[config.mk]
export PLATFORM = sky130hd
export DESIGN_NAME = pc_fetch
export DESIGN_NICKNAME = d
export VERILOG_FILES = /design/src/rtl/pc_fetch.sv
export SDC_FILE = /design/constraint.sdc
export NUM_CORES = 1
export LEC_CHECK = 0
export CORE_UTILIZATION = 50
export DETAILED_ROUTE_END_ITERATION = 10
export GPL_ROUTABILITY_DRIVEN = 0
export PLACE_DENSITY = 0.84
export SLEW_MARGIN = 20
export SYNTH_ARGS = -nofsm -noshare
export SYNTH_HDL_FRONTEND = slang
export SYNTH_SLANG_ARGS = --single-unit
[constraint.sdc]
create_clock -name clk -period 5 [get_ports clk]
set_input_delay 0.75 -clock clk [delete_from_list [all_inputs] [get_ports clk]]
set_output_delay 0.75 -clock clk [all_outputs]
set_load 0.1 [all_outputs]
[src/rtl/pc_fetch.sv]
// Instruction fetch front end: issues ROM reads, holds each fetched word for the
// consumer and follows jump redirects, including jumps that land mid-request.
module pc_fetch #(
    parameter logic [15:0] RESET_ADDR = 16'h0000
) (
    input  logic        clk,
    input  logic        reset_n,
    input  logic        jump,
    input  logic [15:0] target,
    input  logic        stall,
    output logic        rom_req,
    output logic [15:0] rom_addr,
    input  logic        rom_ack,
    input  logic [15:0] rom_data,
    output logic [15:0] instr,
    output logic [15:0] pc,
    output logic        instr_valid,
    input  logic        instr_ready
);

    typedef enum logic [1:0] {
        IDLE = 2'd0,
        REQ  = 2'd1,
        HOLD = 2'd2
    } state_t;

    state_t      state_q, state_d;
    logic [15:0] fetch_addr_q, fetch_addr_d;
    logic [15:0] redir_addr_q, redir_addr_d;
    logic        redir_pend_q, redir_pend_d;
    logic [15:0] instr_q, instr_d;
    logic [15:0] pc_q, pc_d;

    // Handshakes: the ROM side completes on rom_req & rom_ack, with rom_req and
    // rom_addr held until then. The consumer side transfers on instr_valid &
    // instr_ready & !jump; instr/pc stay put until transferred or dropped by a jump.
    always_comb begin
        state_d      = state_q;
        fetch_addr_d = fetch_addr_q;
        redir_addr_d = redir_addr_q;
        redir_pend_d = redir_pend_q;
        instr_d      = instr_q;
        pc_d         = pc_q;
        unique case (state_q)
            IDLE: begin
                if (jump) begin
                    fetch_addr_d = target;
                end else if (!stall) begin
                    state_d = REQ;
                end
            end
            REQ: begin
                if (!rom_ack) begin
                    // A read in flight cannot be cancelled; remember the newest redirect.
                    if (jump) begin
                        redir_addr_d = target;
                        redir_pend_d = 1'b1;
                    end
                end else if (jump) begin
                    fetch_addr_d = target;
                    redir_pend_d = 1'b0;
                    state_d      = IDLE;
                end else if (redir_pend_q) begin
                    fetch_addr_d = redir_addr_q;
                    redir_pend_d = 1'b0;
                    state_d      = IDLE;
                end else begin
                    instr_d      = rom_data;
                    pc_d         = fetch_addr_q;
                    fetch_addr_d = fetch_addr_q + 16'd1;
                    state_d      = HOLD;
                end
            end
            HOLD: begin
                if (jump) begin
                    fetch_addr_d = target;
                    state_d      = IDLE;
                end else if (instr_ready) begin
                    state_d = stall ? IDLE : REQ;
                end
            end
            default: begin
                state_d = IDLE;
            end
        endcase
    end

    always_ff @(posedge clk) begin
        if (!reset_n) begin
            state_q      <= IDLE;
            fetch_addr_q <= RESET_ADDR;
            redir_addr_q <= 16'h0000;
            redir_pend_q <= 1'b0;
            instr_q      <= 16'h0000;
            pc_q         <= RESET_ADDR;
        end else begin
            state_q      <= state_d;
            fetch_addr_q <= fetch_addr_d;
            redir_addr_q <= redir_addr_d;
            redir_pend_q <= redir_pend_d;
            instr_q      <= instr_d;
            pc_q         <= pc_d;
        end
    end

    assign rom_req     = (state_q == REQ);
    assign instr_valid = (state_q == HOLD);
    assign rom_addr    = fetch_addr_q;
    assign instr       = instr_q;
    assign pc          = pc_q;

endmodule
==> impl_metrics.json <==
{
  "ys.warnings.count": 0,
  "cts_setup_buffers": 0,
  "skew_ns": 0.00705,
  "syn_area_mm2": 0.00317,
  "drc": 0,
  "dp.cells": 534,
  "cpPeakStageDelay_ns": 1.16,
  "antenna_found_initial": 0,
  "cts.clk_slew.worst_paths_ns": 0.07,
  "worstPathRequired_ns": 4.25,
  "core_region_area_mm2": 0.00603,
  "start_kind": "flip-flop",
  "syn_to_final_growth_pct": 30.0,
  "end_kind": "primary output",
  "hpwl_mm": 5.71,
  "synth_common_cells": "nand2_1 (111), a21oi_1 (67), dfxtp_1 (67)",
  "synth.top_cell.area_share": 0.423,
  "seq_power_share": 0.472,
  "finalPower_mw": 1.22,
  "wirelength_mm": 8.63,
  "peakVddDrop_mv": 0.200,
  "critical_path_class": "flip-flop to primary output",
  "min_period_ns": 3.02,
  "cp_top_family": "buffers and inverters",
  "wl_per_cell_um": 15.7,
  "crit_arrival_ns": 2.27,
  "ant_nets": 0,
  "synthArstFlopShare": 0,
  "ioPinCount": 88,
  "worst_hold_path_type": "flip-flop to flip-flop",
  "swShare": 0.313,
  "cp_max_fo": 11,
  "cts_resized": 0,
  "share_comb_of_total_power": 0.188,
  "rsz0062_at_grt": "false",
  "synth_cell_types": 51,
  "cts_buffers": 9,
  "initial_core_util": 0.527,
  "grt_pass1_wl_mm": 13.6,
  "grt_pass1_vias": 2878,
  "tns_ns": 0,
  "slowest_stage": "clkdlybuf4s50_1",
  "max-slew-margin-rel": 0.301,
  "syn_inst": 403,
  "placementRows": 28,
  "setup_viol": 0,
  "yosys-top-cells-area": "dfxtp_1 (42%), nand2_1 (13%), a21oi_1 (11%)",
  "slew_violations": 0,
  "crit_chain": "and2b_1 > clkdlybuf4s50_1",
  "htreeDepth": 3,
  "post-route-period-util": 0.603,
  "drtIter0Drc": 313,
  "first_pass_iters": 5,
  "avgSynthCellArea_um2": 7.87,
  "gr-total-overflow": 0,
  "clock_power_share": 0.340,
  "synth_top_cell_by_area": "dfxtp_1",
  "die_w_um": 81.7,
  "path_buf_inv": 1,
  "route.vias.total": 3166,
  "root_buffer": "clkbuf_8",
  "tightest_slew_ns": 1.05,
  "internal_power_mw": 0.840,
  "die_height_um": 81.7,
  "synth-edff-count": 0,
  "power.switching_mw": 0.383,
  "synth_most_common_cell": "nand2_1",
  "synth_seq_area_share": 0.423,
  "ys.flop_type": "dfxtp_1",
  "hold_viol": 0,
  "layout.nets": 509,
  "via_per_inst": 5.77,
  "status": "complete, no violations",
  "postCtsHoldBufs": 0,
  "syn_nets": 442,
  "instances_no_fill": 549,
  "grt_max_degree": 34,
  "maxCapViolations": 0,
  "die_area_mm2": 0.00667,
  "clockBufferDepth": 2,
  "ys_seq_elements": 67,
  "clock_latency_ns": 0.34,
  "gr-usage-all-layers": 0.270,
  "p_leak_nw": 1.35,
  "num_antenna_cells": 0,
  "drive_gt1_frac": 0.0612,
  "power_density_mw_per_mm2": 296,
  "io_buffer_count": 87,
  "fmax_mhz": 332,
  "n_fill_cell": 508,
  "cts_tree": "yes",
  "clkSinkCount": 67
}
## flip-flops by register name (all words and copies together) (netlist names)
name and count:
instr 16, pc 16, redir_addr_q 16, rom_addr 16, state_q 2, redir_pend_q 1
## final timing paths
path / startpoint / to / slack, ns / depth (start not counted)
setup / recovery: state_q[0] / rom_req / 1.98 / 2
hold / removal: instr[11] / instr[11] / 0.45 / 2
setup reg to reg: redir_pend_q / instr[6] / 2.42 / 4
hold reg to reg: instr[11] / instr[11] / 0.45 / 2
## power by group through the flow
stage / Combinational (mW) / Clock (mW) / Sequential (mW)
6_report: 0.230 / 0.416 / 0.577
5_1_grt: 0.242 / 0.444 / 0.579
4_1_cts: 0.230 / 0.420 / 0.576
3_5_place_dp: 0.229 / 0 / 0.588
3_3_place_gp: 0.225 / 0 / 0.587
2_1_floorplan: 0.0845 / 0 / 0.663
## cell families (layout without fill, tap and decap cells)
family,Yosys count,after routing,share of synthesized area
and+or+nand+nor,168,168,0.245
xor gates and xnor gates,3,3,0.00828
AOI/OAI and AO/OA,115,115,0.216
adders and majority gates,1,1,0.00394
muxes,9,9,0.0292
buffers and inverters,40,111,0.0741
DFF,67,67,0.423
## worst reg2reg max path: cells and delay by family (launching register included)
family             cells  cell delay, ns
DFF                    1            0.93
and+or+nand+nor        3            1.39
AOI/OAI and AO/OA      1            0.19
## per-layer routing
layer	global-route usage	routed length, µm
met1	0.336	3720
met2	0.433	4090
met3	0.0644	608
met4	0.140	218
met5	0	0
## placed cells by master (no fill, tap or decap), types with 3 or more instances in the layout
cell type        netlist  routed
nand2_1              111     111
clkbuf_8               2      12
nor2b_1                3       3
dfxtp_1               67      67
a211oi_1               4       4
mux2i_1                7       7
a21oi_1               67      67
o21a_1                 3       3
nor3_1                 8       8
or3_1                  4       4
o21ai_0               19      19
clkdlybuf4s50_1        0      87
o211ai_1               5       5
buf_4                  3       3
a221oi_1               3       3
a221oi_2               3       3
inv_1                  5       5
and3_1                 5       5
nor2_1                 4       4
xnor2_1                3       3
nand3_1                5       5
nor4_1                 6       6
nand2b_1               5       5
## final cells by class
cell class / count / area [µm²] / area share
flip-flops and latches: 67 / 1340 / 0.325
well taps: 75 / 93.8 / 0.0227
inverters: 6 / 22.5 / 0.00546
clock inverters: 2 / 10.0 / 0.00243
repair buffers: 90 / 893 / 0.216
clock buffers: 13 / 169 / 0.0409
multi-input cells: 296 / 1600 / 0.387
## per-stage QoR
| stage | hold slack, ns | area, µm² | utilization | setup WS, ns |
|---|---|---|---|---|
| after floorplan | 0.431 | 3170 | - | 2.47 |
| after global placement | 0.439 | 3950 | 0.655 | 2.10 |
| after detailed placement | 0.444 | 3950 | 0.655 | 2.02 |
| after CTS | 0.454 | 4130 | 0.685 | 1.99 |
| after global routing | 0.473 | 4130 | 0.685 | 1.91 |
| final | 0.454 | 4130 | 0.685 | 1.98 |
(Power assumes the default switching activity.)
